### src/rtl/hv_pkg.sv
// Shared definitions for the HV watchdog register scanner.
// Holds the scan FSM state encoding and the CRC-8 constants.
package hv_pkg;

    typedef enum logic [1:0] {
        ST_IDLE  = 2'd0,
        ST_WAIT  = 2'd1,
        ST_REQ   = 2'd2,
        ST_CHECK = 2'd3
    } scan_state_e;

    localparam logic [7:0] CRC8_POLY = 8'h07;
    localparam logic [7:0] CRC8_INIT = 8'h00;

endpackage

### src/rtl/hv_crc8_calc.sv
// Combinational CRC-8 over a DW-bit word, MSB first.
// Polynomial and init value come from hv_pkg.
module hv_crc8_calc
    import hv_pkg::*;
#(
    parameter int DW = 8
) (
    input  logic [DW-1:0] data,
    output logic [7:0]    crc
);

    logic [7:0] acc;
    logic       fb;

    // Bit-serial CRC unrolled across the data word
    always_comb begin
        acc = CRC8_INIT;
        fb  = 1'b0;
        for (int i = DW - 1; i >= 0; i--) begin
            fb  = acc[7] ^ data[i];
            acc = {acc[6:0], 1'b0};
            if (fb) begin
                acc = acc ^ CRC8_POLY;
            end
        end
        crc = acc;
    end

endmodule

### src/rtl/hv_wdg_reg_scan.sv
// Periodic register scanner: reads each address, checks stored CRC-8.
// Optional ack timeout enabled by macro HV_WDG_SCAN_TIMEOUT_EN.
module hv_wdg_reg_scan
    import hv_pkg::*;
#(
    parameter int REG_AW          = 7,
    parameter int REG_DW          = 8,
    parameter int REG_CRC_W       = 8,
    parameter int SCAN_ADDR_START = 'h00,
    parameter int SCAN_ADDR_END   = 'h3F,
    parameter int SCAN_PERIOD     = 1024,
    parameter int SCAN_TO         = 64
) (
    input  logic                 i_clk,
    input  logic                 i_rst,
    input  logic                 i_scan_en,
    input  logic                 i_err_clr,
    output logic                 o_wdg_scan_rac_rd_req,
    output logic [REG_AW-1:0]    o_wdg_scan_rac_addr,
    input  logic                 i_rac_wdg_scan_ack,
    input  logic [REG_DW-1:0]    i_rac_wdg_scan_data,
    input  logic [REG_CRC_W-1:0] i_rac_wdg_scan_crc,
    output logic                 o_scan_busy,
    output logic                 o_scan_done,
    output logic                 o_scan_crc_err,
    output logic [REG_AW-1:0]    o_scan_err_addr,
    output logic                 o_scan_to_err
);

    localparam int CNT_W = $clog2(SCAN_PERIOD + 1);
    localparam logic [REG_AW-1:0] A_START = REG_AW'(SCAN_ADDR_START);
    localparam logic [REG_AW-1:0] A_END   = REG_AW'(SCAN_ADDR_END);
    localparam logic [CNT_W-1:0]  P_LAST  = CNT_W'(SCAN_PERIOD - 1);

    scan_state_e          state_q, state_d;
    logic [CNT_W-1:0]     per_cnt;
    logic [REG_DW-1:0]    cap_data;
    logic [REG_CRC_W-1:0] cap_crc;
    logic [7:0]           crc_calc;
    logic                 ack_ok;
    logic                 to_hit;
    logic                 advance;
    logic                 last;
    logic                 done_d;
    logic                 mismatch;

    hv_crc8_calc #(.DW(REG_DW)) u_crc (
        .data (cap_data),
        .crc  (crc_calc)
    );

    assign ack_ok   = (state_q == ST_REQ) && o_wdg_scan_rac_rd_req
                      && i_rac_wdg_scan_ack;
    assign last     = (o_wdg_scan_rac_addr == A_END);
    assign advance  = (state_q == ST_CHECK) || to_hit;
    assign mismatch = (state_q == ST_CHECK)
                      && (REG_CRC_W'(crc_calc) != cap_crc);

`ifdef HV_WDG_SCAN_TIMEOUT_EN
    localparam int TO_W = $clog2(SCAN_TO + 1);
    localparam logic [TO_W-1:0] TO_LAST = TO_W'(SCAN_TO - 1);

    logic [TO_W-1:0] to_cnt;

    assign to_hit = (state_q == ST_REQ) && o_wdg_scan_rac_rd_req
                    && !i_rac_wdg_scan_ack && (to_cnt == TO_LAST);

    // Count cycles the request has been outstanding without ack
    always_ff @(posedge i_clk or posedge i_rst) begin
        if (i_rst) begin
            to_cnt        <= '0;
            o_scan_to_err <= 1'b0;
        end else begin
            if ((state_q == ST_REQ) && o_wdg_scan_rac_rd_req && !to_hit)
                to_cnt <= to_cnt + 1'b1;
            else
                to_cnt <= '0;
            if (to_hit)
                o_scan_to_err <= 1'b1;
            else if (i_err_clr)
                o_scan_to_err <= 1'b0;
        end
    end
`else
    assign to_hit        = 1'b0;
    assign o_scan_to_err = 1'b0;
`endif

    // State register
    always_ff @(posedge i_clk or posedge i_rst) begin
        if (i_rst)
            state_q <= ST_IDLE;
        else
            state_q <= state_d;
    end

    // Next-state logic and end-of-pass detection
    always_comb begin
        state_d = state_q;
        done_d  = 1'b0;
        unique case (state_q)
            ST_IDLE: begin
                if (i_scan_en)
                    state_d = ST_WAIT;
            end
            ST_WAIT: begin
                if (!i_scan_en)
                    state_d = ST_IDLE;
                else if (per_cnt == P_LAST)
                    state_d = ST_REQ;
            end
            ST_REQ: begin
                if (ack_ok)
                    state_d = ST_CHECK;
            end
            ST_CHECK: ;
            default: state_d = ST_IDLE;
        endcase
        if (advance) begin
            if (!i_scan_en)
                state_d = ST_IDLE;
            else if (last) begin
                state_d = ST_WAIT;
                done_d  = 1'b1;
            end else
                state_d = ST_REQ;
        end
    end

    // Datapath: counters, pointer, captures and registered outputs
    always_ff @(posedge i_clk or posedge i_rst) begin
        if (i_rst) begin
            per_cnt               <= '0;
            o_wdg_scan_rac_addr   <= '0;
            o_wdg_scan_rac_rd_req <= 1'b0;
            cap_data              <= '0;
            cap_crc               <= '0;
            o_scan_busy           <= 1'b0;
            o_scan_done           <= 1'b0;
            o_scan_crc_err        <= 1'b0;
            o_scan_err_addr       <= '0;
        end else begin
            if (state_q == ST_WAIT && state_d == ST_WAIT)
                per_cnt <= per_cnt + 1'b1;
            else
                per_cnt <= '0;

            if (state_q == ST_IDLE && i_scan_en)
                o_wdg_scan_rac_addr <= A_START;
            else if (advance)
                o_wdg_scan_rac_addr <= last ? A_START
                                       : o_wdg_scan_rac_addr + 1'b1;

            o_wdg_scan_rac_rd_req <= (state_q == ST_REQ) && !ack_ok
                                     && !to_hit;

            if (ack_ok) begin
                cap_data <= i_rac_wdg_scan_data;
                cap_crc  <= i_rac_wdg_scan_crc;
            end

            o_scan_busy <= (state_d != ST_IDLE);
            o_scan_done <= done_d;

            if (mismatch)
                o_scan_crc_err <= 1'b1;
            else if (i_err_clr)
                o_scan_crc_err <= 1'b0;

            if (mismatch && (!o_scan_crc_err || i_err_clr))
                o_scan_err_addr <= o_wdg_scan_rac_addr;
            else if (i_err_clr)
                o_scan_err_addr <= '0;
        end
    end

endmodule
### config.mk
export PLATFORM = sky130hd
export DESIGN_NAME = hv_wdg_reg_scan
export DESIGN_NICKNAME = d
export VERILOG_FILES = /design/src/rtl/hv_pkg.sv /design/src/rtl/hv_crc8_calc.sv /design/src/rtl/hv_wdg_reg_scan.sv
export SDC_FILE = /design/constraint.sdc
export NUM_CORES = 1
export LEC_CHECK = 0
export CAP_MARGIN = 20
export CORE_AREA = 2 2 78 80
export DETAILED_ROUTE_END_ITERATION = 16
export DIE_AREA = 0 0 80 82
export PLACE_DENSITY = 0.8
export SLEW_MARGIN = 5
export SYNTH_ARGS = -nofsm -noshare
export SYNTH_HDL_FRONTEND = slang
export SYNTH_SLANG_ARGS = --single-unit
### constraint.sdc
create_clock -name i_clk -period 1.9 [get_ports i_clk]
set_input_delay 0.475 -clock i_clk [delete_from_list [all_inputs] [get_ports i_clk]]
set_output_delay 0.475 -clock i_clk [all_outputs]
set_load 0.03 [all_outputs]
* Yosys cells after proc, flatten, opt, wreduce, memory -nomap -nowiden
Cells that the tools add are included.
** Storage, ports and cells
- Register bits :: 47
- Input port bits :: 21
- Output and inout port bits :: 19
- Logic and storage cells :: 75
** Operators by class
- Add/subtract/negate cells :: 2
- Equality and inequality tests :: 7
- Multiplexer cells :: 27
- Bitwise logic cells :: 14
- Reductions and logical operators :: 15
** Operators with widths (count)
- 7-bit 2-to-1 mux :: 5
- 3-bit 2-to-1 mux :: 8
- 3-bit NOT :: 7
- 2-bit 2-to-1 mux :: 7
- 11-bit by 1-bit adder with 11-bit output (second input constant) :: 1
- 11-bit by 10-bit equality test with 1-bit output (second input constant) :: 1
- 11-bit 2-to-1 mux :: 1
- 8-bit != test :: 1
- 2-bit nonzero test :: 4
- 7-bit by 1-bit adder with 7-bit output (second input constant) :: 1
- 7-bit by 6-bit equality test with 1-bit output (second input constant) :: 1
- 1-bit logical AND :: 7
- 2-bit case mux with 3 select lines :: 1
- 1-bit 2-to-1 mux :: 5
- 1-bit bitwise XOR (first input constant) :: 5
- 2-bit by 1-bit equality test with 1-bit output (second input constant) :: 2
- 2-bit equality test (second input constant) :: 2
- 1-bit logical NOT :: 2
- 2-bit logical NOT :: 1
- 1-bit bitwise XOR :: 2
- 1-bit logical OR :: 1

* Longest topological paths before layout
Gate-level depths: netlist of the first run.
- Depth in word-level cells :: 19
- Mapped depth :: 7
- Gate-level depth less buffers :: 6

* Modules after synthesis
Synthesis of the first run repeated with hierarchy kept, for this count alone.
** Second synthesis, totals
- Cell total of the unflattened synthesis :: 189
- Area total of the unflattened synthesis :: 2233.4 µm²
** Modules (own cells, without submodules)
- hv_wdg_reg_scan :: instances 1, cells each 175, area each 2097.0 µm², sequential area each 1176.1 µm²
- hv_crc8_calc :: instances 1, cells each 14, area each 136.4 µm², sequential area each 0.0 µm²

* Worst setup path after synthesis of the first run
OpenSTA, ideal clock, no wires.
- Path kind :: register to register
- Start :: register cap_data[6]
- End :: register o_scan_err_addr[0]
- Library setup time :: 0.141 ns
- Arrival time :: 1.717 ns
- Required time :: 1.759 ns
- Path slack :: 0.042 ns
- Stages on the path, launching flop included :: 7
- Buffers on the path :: 1
- Clock period less this slack :: 1.858 ns
- Cells stage by stage :: dfrtp_1 > buf_6 > xnor3_1 > a21oi_1 > o22ai_2 > o311ai_4 > o221ai_1
** Between the ends
- Longest elaborated chain between the ends :: 10
- Elaborated cells between the ends (all ways) :: 13
- Those cells by class :: eq/ne (1); mux (5); bitwise (4); reduce/logical (3)
** RTL lines
- start, declared :: line hv_wdg_reg_scan.sv:37 : logic [REG_DW-1:0] cap_data;
- start signal, assigned :: line hv_wdg_reg_scan.sv:158 : cap_data <= i_rac_wdg_scan_data;
- 1-bit bitwise XOR (*) :: line hv_crc8_calc.sv:20 : fb = acc[7] ^ data[i];
- 3-bit 2-to-1 mux (*) :: line hv_crc8_calc.sv:22 : if (fb) begin
- 3-bit NOT (no line)
- 3-bit 2-to-1 mux :: line hv_crc8_calc.sv:22
- 3-bit NOT (no line)
- 3-bit 2-to-1 mux :: line hv_crc8_calc.sv:22
- 8-bit != test (*) :: line hv_wdg_reg_scan.sv:57 : && (REG_CRC_W'(crc_calc) != cap_crc);
- 1-bit logical AND (*) :: line hv_wdg_reg_scan.sv:57
- 1-bit logical AND (*) :: line hv_wdg_reg_scan.sv:170 : if (mismatch && (!o_scan_crc_err || i_err_clr))
- 7-bit 2-to-1 mux or 2-bit nonzero test (tied branches)
- end signal, assigned :: line hv_wdg_reg_scan.sv:171 : o_scan_err_addr <= o_wdg_scan_rac_addr;
- end, declared :: line hv_wdg_reg_scan.sv:26 : output logic [REG_AW-1:0] o_scan_err_addr,
Every way passes the cells marked *; elsewhere a longest branch is shown, timed or not.
A chain may end at the register's enable or synchronous reset.

* Final worst setup path of the first run
- Start :: register cap_data[1]
- End :: register o_scan_err_addr[3]
** Between the ends
- Longest elaborated chain between the ends :: 8
- Elaborated cells between the ends (all ways) :: 9
- Those cells by class :: eq/ne (1); mux (3); bitwise (2); reduce/logical (3)
** RTL lines (line)
- 1-bit bitwise XOR (*) :: hv_crc8_calc.sv:20
- 3-bit 2-to-1 mux (*) :: hv_crc8_calc.sv:22
- 3-bit NOT (no line)
- 3-bit 2-to-1 mux :: hv_crc8_calc.sv:22
- 8-bit != test (*) :: hv_wdg_reg_scan.sv:57
- 1-bit logical AND (*) :: hv_wdg_reg_scan.sv:57
- 1-bit logical AND (*) :: hv_wdg_reg_scan.sv:170
- 7-bit 2-to-1 mux or 2-bit nonzero test (tied branches)
Marks and branches as above.

==> metrics list, run 1 <==
- The tightest min-delay check is of the input port to async pin type.
- The number of antenna diodes in the final layout is 0.
- Leading register cell type out of synthesis: sky130_fd_sc_hd__dfrtp_1
- Source of the critical timing path: cap_data[1]
- The first global-routing pass estimated 8310 um of wire.
- Async set-or-reset flop fraction in the synthesized netlist: 1.00
- In this run the tool buffered the top-level ports with 38 buffer cells.
- TritonCTS built the clock tree.
* Number of remaining DRC errors: 0
* Final Net Count: 299
- During I/O placement, the number of pins put on the boundary was 40.
- Unique masters post-synth: 43
- Outcome: finished with violations
- In this run the tightest slew margin relative to its limit is 0.612.
- Layout area overhead: 27.7%
* Initial drt markers: 132
* Slack of the worst reg-to-reg path: -40 ps
- In this run the core area contains 28 standard-cell rows.
* Mean instance size in the synthesized netlist: ~11 um^2
- Counting every instance in the synthesized netlist gives ~230.
- Estimated wirelength of the detail-placed design: ~3600 um
- Walking the worst path, the cells encountered are xor2_4 -> and2_1 -> o32ai_1 -> buf_4 -> o311ai_4 -> buf_4 -> o221ai_1.
- Overall via count from detail_route: 1830
* Number of inserted filler cells in the final layout: 510
* Post-route antenna net violation count: 0
* Final standard cell area without fillers: 3120 um^2
- Broken down by cell family, the worst path's largest delay share belongs to compound AO/OA/AOI/OAI gates.
- The final hold violation count was 0.
- Synthesis produced a netlist with a net count of between 200 and 300.
* Via count normalized by instance count: 5.20
- The die covers 6560 um^2.
- Pre-CTS WS: -56.3 ps
- After synthesis the cells add up to 2440 um^2.
- After detailed routing, the total wire length is between 4000 and 5000 um.
- Violated checks: negative setup slack
- Non-filler cells in the finished layout: 352
* Number of buffers inserted during clock tree synthesis: 5
- The die is 82 um tall.
* Minimum clock period: slightly below 2000 ps
- Max-capacitance violation count: 0
- The core region is 5750 um^2.
- The cell that appears most often on the critical path is sky130_fd_sc_hd__buf_4.
- The share of the Yosys chip area taken by registers is 0.482.
* Flip-flop and latch count after synthesis: 47
- Setup slack on the critical path of the routed design comes to -40.3 ps.
- At the worst endpoint, the arrival time is between 2000 and 2500 ps.
* Maximum resistive drop on vdd: 0.000479 V
- The initial antenna violation count came to 0.
- Worst stage delay on the critical path: between 400 and 500 ps
- Element type at the critical path end: register
* Sequential standard cell area: approximately 1200 um^2
- Startpoint type of the worst setup path: register
* Vias in the first global route: 1795
- Leakage power: around 0.0015 uW
- Placed cell area: 2970 um^2
- Effective utilization at floorplan: 0.425
- The slowest stage of the critical path is the sky130_fd_sc_hd__dfrtp_1 cell.
- Once placement completed, the tool counted placed cells totaling ~340.
- Worst-skew pair later-pin latency: approximately 300 ps
- Overall power consumption after layout is estimated at 1790 uW.
- Dividing the detail-routed wire length by the instance count gives about 13 um.
- Reg clk slew, reported paths: 90 ps
- RSZ-0062 raised after global routing: true
* Worst Path Max Fanout: 5
- Clock skew on the completed layout was measured at 7.67 ps.
- Counting along the longest clock path gives a buffer depth of 2.
- Dividing total power by cell area gives a power density of 575 nW/um^2.
- Count of flip-flops with a built-in enable after synthesis: 0
* CTS Sinks: 47
- Number of warnings printed during yosys synthesis: 0
* Global router's overall resource usage: 0.162
- Final setup vio count: 5
* Worst reg-to-reg path cell count: 7
- At the worst endpoint, the required time is about 2100 ps.
* Drt pass-1 iters: 4
* Number of pins with negative max-slew slack in the final report: 0
- Summing all multi-input logic gate instances after layout gives between 1000 and 1500 um^2.
- Max Freq: 515 MHz
- At the pin with the least slew margin, the transition time is 579 ps.
- Summed over all layers, the global routing overflow is 0.
* Ratio of cells with drive above 1 in the final layout: 0.177
* H-tree depth reported by CTS: 2
* Final Cycle Share: 1.02
* Startpoint of the worst-slack reg-to-reg timing path: cap_data[1]
- The die is 80 um wide.
- End of the worst register-to-register path: o_scan_err_addr[3]
- The root buffer cell chosen for the clock tree is sky130_fd_sc_hd__clkbuf_8.
* Routability congestion estimate from global placement: 0.883
- Kind of critical path: register to register
- Buf+Inv Stages, Crit Path: 2
- Maximum number of pins on one net before global-route repair: 19
cell usage in the layout, fill, tap and decap left out, types with 3 or more instances in the layout:
cell type                         count
sky130_fd_sc_hd__a21oi_1              6
sky130_fd_sc_hd__nand3_1             15
sky130_fd_sc_hd__nand4_1              3
sky130_fd_sc_hd__nor2b_1              3
sky130_fd_sc_hd__nor3_1               6
sky130_fd_sc_hd__dlygate4sd2_1        4
sky130_fd_sc_hd__dfrtp_1             47
sky130_fd_sc_hd__mux2_2              16
sky130_fd_sc_hd__xnor2_1             15
sky130_fd_sc_hd__buf_4               14
sky130_fd_sc_hd__and3_1               5
sky130_fd_sc_hd__clkbuf_8             7
sky130_fd_sc_hd__dlymetal6s2s_1       4
sky130_fd_sc_hd__xor2_1               7
sky130_fd_sc_hd__o221ai_1             6
sky130_fd_sc_hd__o211ai_1             7
sky130_fd_sc_hd__nand2_1             10
sky130_fd_sc_hd__nor2_1              19
sky130_fd_sc_hd__inv_1               11
sky130_fd_sc_hd__clkdlybuf4s50_1     30
sky130_fd_sc_hd__o21ai_0              7
sky130_fd_sc_hd__and4_1               3
what timing repair did:
action                                  4_1_cts  5_1_grt
hold buffers                                  0        0
hold endpoints to repair                      0        0
buffers inserted                              2        0
resized for setup                             5        8
endpoints found under the setup margin       11       11
pin swaps                                     1        1
per-layer routing:
| metal | vias up | global-route usage | wire (um) |
|---|---|---|---|
| li1 | 902 | - | - |
| met1 | 871 | 0.208 | 2140 |
| met2 | 51 | 0.276 | 2310 |
| met3 | 6 | 0.0374 | 233 |
| met4 | 0 | 0.0492 | 46 |
| met5 | - | 0 | 0 |
registers in the layout, summed over array words and instances (netlist names):
| register | cells |
|---|---|
| cap_data | 8 |
| o_scan_err_addr | 7 |
| o_scan_crc_err | 1 |
| per_cnt | 11 |
| o_wdg_scan_rac_addr | 7 |
| state_q | 2 |
| cap_crc | 8 |
| o_wdg_scan_rac_rd_req | 1 |
| o_scan_done | 1 |
| o_scan_busy | 1 |
kinds of logic (layout without fill, tap and decap cells):
kind of cell             count (synthesis)  after routing  share of synthesized area
flip-flops                              47             47                      0.482
XOR/XNOR                                25             25                      0.104
adder cells (fa/ha/maj)                  3              3                     0.0149
buffers and inverters                   25             74                     0.0497
AO/OA/AOI/OAI                           38             38                      0.120
AND/OR/NAND/NOR                         71             71                      0.146
multiplexers                            18             18                     0.0821
other                                    1              1                    0.00154
worst max-delay path by stage:
stage	end	slack, ps	depth (start not counted)
floorplan	o_scan_err_addr[0]	40	6
global placement	o_scan_err_addr[1]	30	5
detailed placement	o_scan_err_addr[5]	-60	5
CTS	o_scan_err_addr[5]	2	6
global route	o_scan_err_addr[1]	-160	8
finish	o_scan_err_addr[3]	-40	7
Yosys cell counts (all sizes together) (3+ instances only):
master,count,share of area
a21oi,7,0.014
and3,5,0.013
and4,3,0.011
buf,6,0.021
clkbuf,7,0.011
dfrtp,47,0.48
inv,12,0.018
mux2,16,0.074
nand2,10,0.015
nand3,15,0.031
nand4,3,0.0077
nor2,19,0.029
nor2b,3,0.0077
nor3,6,0.012
o211ai,7,0.022
o21ai,8,0.016
o221ai,7,0.028
xnor2,15,0.054
xor2,8,0.032
final cells by class:
cell class	count	area share
Tap cell	75	0.0301
Clock buffer	7	0.0309
Sequential cell	47	0.378
Clock inverter	1	0.00241
Inverter	12	0.0145
Timing Repair Buffer	54	0.170
Multi-Input combinational cell	156	0.374
metrics by stage:
step | setup TNS [ps] | util | hold slack, ps
5_1_grt | -971 | 0.542 | 494
4_1_cts | 0 | 0.536 | 471
3_3_place_gp | 0 | 0.517 | 466
3_5_place_dp | -226 | 0.517 | 464
6_report | -92.3 | 0.542 | 463
2_1_floorplan | 0 | - | 455
power by group:
group	switching (uW)	internal, uW	leakage, uW
clock network	342	331	0.0000505
registers	6.70	1000	0.000651
logic	49.7	57.5	0.000752
total	399	1390	0.00145
Note: power is estimated with default switching activity, not from simulation.
==> run 2, diff against run 1 <==
--- a/config.mk
+++ b/config.mk
@@ -9,6 +9,7 @@
 export CORE_AREA = 2 2 78 80
 export DETAILED_ROUTE_END_ITERATION = 16
 export DIE_AREA = 0 0 80 82
+export GPL_TIMING_DRIVEN = 0
 export PLACE_DENSITY = 0.8
 export SLEW_MARGIN = 5
 export SYNTH_ARGS = -nofsm -noshare
==> metrics list, run 2 (same netlist as run 1, synthesis figures left out) <==
* Outcome: finished with violations
- The checks that failed: negative setup slack.
- The number of max-cap violations came to 0 (unchanged).
- Data arrival time of the critical path: 2120 ps (-30 ps)
- The final critical path time including I/O delays and setup was 1950 ps (+10.8 ps).
- PortBufs: 38 (unchanged)
- Number of pins with negative max-slew slack in the final report: 0 (unchanged)
- The initial antenna violation count came to 0 (unchanged).
- Cell with the largest stage delay on the worst path: sky130_fd_sc_hd__dfrtp_1
- From synthesis to final layout, the design area changed by 27.4%.
- Final Worst Setup Slack: -51.1 ps (-10.8 ps)
- Maximum resistive drop on vdd: 0.000344 V (-28%)
- Num ports: 40 (unchanged)
- Initial drt markers: 91 (-31%)
* Kind of critical path: register to register
* Leakage power: 0.00139 uW (-4.1%)
- The initial core utilization was 0.425 (unchanged).
- In the layout the commonest cells are 47 x sky130_fd_sc_hd__dfrtp_1, 33 x sky130_fd_sc_hd__clkdlybuf4s50_1, 19 x sky130_fd_sc_hd__nor2_1.
- Pre-CTS WS: -381 ps (-324 ps)
- CTS tree: yes
- The setup TNS after final layout was -247 ps (-155 ps).
* Die Y-Extent: 82 um (unchanged)
* RSZ-0062 raised after global routing: true
- The clock transition at the register clock pins on the worst setup and hold paths after CTS came to 90 ps (about the same).
- Worst setup skew after layout: 7.98 ps (+0.312 ps)
- Total gr overflow: 0 (unchanged)
- The post-detailed-route via-to-cell ratio came to 5.35 (+2.9%).
- The final weighted congestion of routability-driven global placement is 0.888 (+0.63%).
- Maximum number of pins on one net before global-route repair: 32 (+13)
- Max Freq: 513 MHz (-0.55%)
* Most frequent standard cell in the layout excluding fill and tap cells: sky130_fd_sc_hd__dfrtp_1
* Crit-path leading delay family: compound AO/OA/AOI/OAI gates
- The post-route DRC violation count is 0 (unchanged).
- The signal on the critical path passes through xnor3_1 -> mux2i_1 -> nand4_1 -> o311ai_4 -> buf_6 -> o221ai_2.
* Fin util: 0.541 (-0.00131)
- The placed instance area is 2930 um^2 (-1.1%).
- The total core area was 5750 um^2 (unchanged).
- The path class of the tightest hold or removal check is input port to async pin.
- Overall via count from detail_route: 1889 (+3.2%)
* Final Cycle Share: 1.03 (+0.00567)
- Number of rows created at floorplan: 28 (unchanged)
- Final setup vio count: 6 (+1)
* Element type at the critical path end: register
- The H-tree depth reported by CTS came to 2 (unchanged).
* Number of inserted filler cells in the final layout: 540 (+5.9%)
* Largest registers: per_cnt (11), cap_crc (8), cap_data (8)
- Area of the die: 6560 um^2 (unchanged)
* Final Net Count: 300 (+0.33%)
* Register bank with the most flops: per_cnt
- Number of flip-flops in the largest register: 11 (unchanged)
- Final standard cell area without fillers: 3110 um^2 (-0.24%)
- Ratio of total power to cell area: 544 nW/um^2 (-5.4%)
- The delay of the slowest cell on the worst path came to 390 ps (-70 ps).
- Worst-skew pair later-pin latency: 300 ps (about the same)
- The data required time at the worst endpoint was 2070 ps (-40 ps).
- Wire length of the first global-routing pass: 8120 um (-2.2%)
- Total count of hold-check failures in the final report: 0 (unchanged)
- The TritonCTS buffer count was 5 (unchanged).
- The buffer and inverter count on the worst path came to 1 (-1).
- The via count of the first global-routing pass is 1825 (+1.7%).
- The total inserted antenna cells was 0 (unchanged).
- The chip width came to 80 um (unchanged).
- Drt pass-1 iters: 4 (unchanged)
* Maximum clock path buffer count: 2 (unchanged)
- Post-route antenna net violation count: 0 (unchanged)
- Post-detailed-routing wire length: 5080 um (+7.4%)
- CTS Sinks: 47 (unchanged)
- The detailed placement HPWL came to 3630 um (+1.6%).
* Average wire per standard cell: 14.4 um (+7.1%)
- The global-route total usage across every layer was 0.160 (-0.00255).
* Count of hold-fix buffers inserted at cts: 0 (unchanged)
* Ratio of cells with drive above 1 in the final layout: 0.183 (+0.00656)
* Startpoint type of the worst setup path: register
* Worst Path Max Fanout: 6 (+1)
- In this run the clock root is driven by a sky130_fd_sc_hd__clkbuf_8.
## run 2: changes by cell type in the layout (fill, tap and decap cells not counted), sizes merged
cell / before / now
buf: 16 / 11
clkbuf: 7 / 13
clkdlybuf4s50: 30 / 33
clkinvlp: 1 / 0
dlygate4sd2: 4 / 3
dlymetal6s2s: 4 / 2
inv: 11 / 12
## run 2: repair_timing
| item | in CTS | in global routing |
|---|---|---|
| cloned | 0 | 0 |
| endpoints found under the setup margin | 19 | 28 |
| setup buffers | 1 | 3 |
| resized for setup | 7 | 12 |
| pin swaps | 10 | 3 |
## run 2: power breakdown
| group | internal, uW | switching [uW] | leakage (uW) | total (uW) |
|---|---|---|---|---|
| registers | 1000 | 2.50 | 0.000651 | 1010 |
| clock network | 259 | 319 | 0.0000422 | 578 |
| logic | 52.6 | 54.0 | 0.000700 | 107 |
| total | 1310 | 376 | 0.00139 | 1690 |
## run 2: path summary, 6_finish.rpt
path,slack [ps],cells past startpoint,endpoint,from
max,-50,6,o_scan_err_addr[2],cap_crc[7]
max in group asynchronous,940,3,o_scan_err_addr[3],i_rst
min reg2reg,480,1,o_wdg_scan_rac_rd_req,o_wdg_scan_rac_rd_req
max reg2reg,-50,6,o_scan_err_addr[2],cap_crc[7]
min,460,2,o_scan_busy,i_rst
min in group i_clk,480,1,o_wdg_scan_rac_rd_req,o_wdg_scan_rac_rd_req
## run 2: area by class of cell
type                    instances  area, um^2  share of cell area
clock buffers                   7        76.3              0.0246
flip-flops and latches         47        1180               0.378
repair buffers                 43         435               0.140
plain buffers                  12        73.8              0.0238
multi-input cells             156        1200               0.387
clock inverters                 1        5.00             0.00161
inverters                      12        45.0              0.0145
well taps                      75        93.8              0.0302
## run 2: per-stage QoR
stage | hold WS [ps] | power (uW) | std cells
2_1_floorplan | 455 | 1070 | 228
3_3_place_gp | 463 | 1130 | 341
3_5_place_dp | 463 | 1130 | 342
4_1_cts | 473 | 1710 | 351
5_1_grt | 497 | 1770 | 353
6_report | 464 | 1690 | 353
## run 2: layer usage
metal	vias to the layer above	wire, um	GRT usage
met5	-	0	0
met4	0	47	0.0441
met3	8	280	0.0363
met2	76	2580	0.277
met1	906	2170	0.202
li1	899	-	-
==> run 3, diff against run 2 <==
--- a/config.mk
+++ b/config.mk
@@ -11,7 +11,7 @@
 export DIE_AREA = 0 0 80 82
 export GPL_TIMING_DRIVEN = 0
 export PLACE_DENSITY = 0.8
-export SLEW_MARGIN = 5
+export SLEW_MARGIN = 20
 export SYNTH_ARGS = -nofsm -noshare
 export SYNTH_HDL_FRONTEND = slang
 export SYNTH_SLANG_ARGS = --single-unit
==> results of run 3 <==
The final DEF is identical to that of run 2; final timing and power are the same.
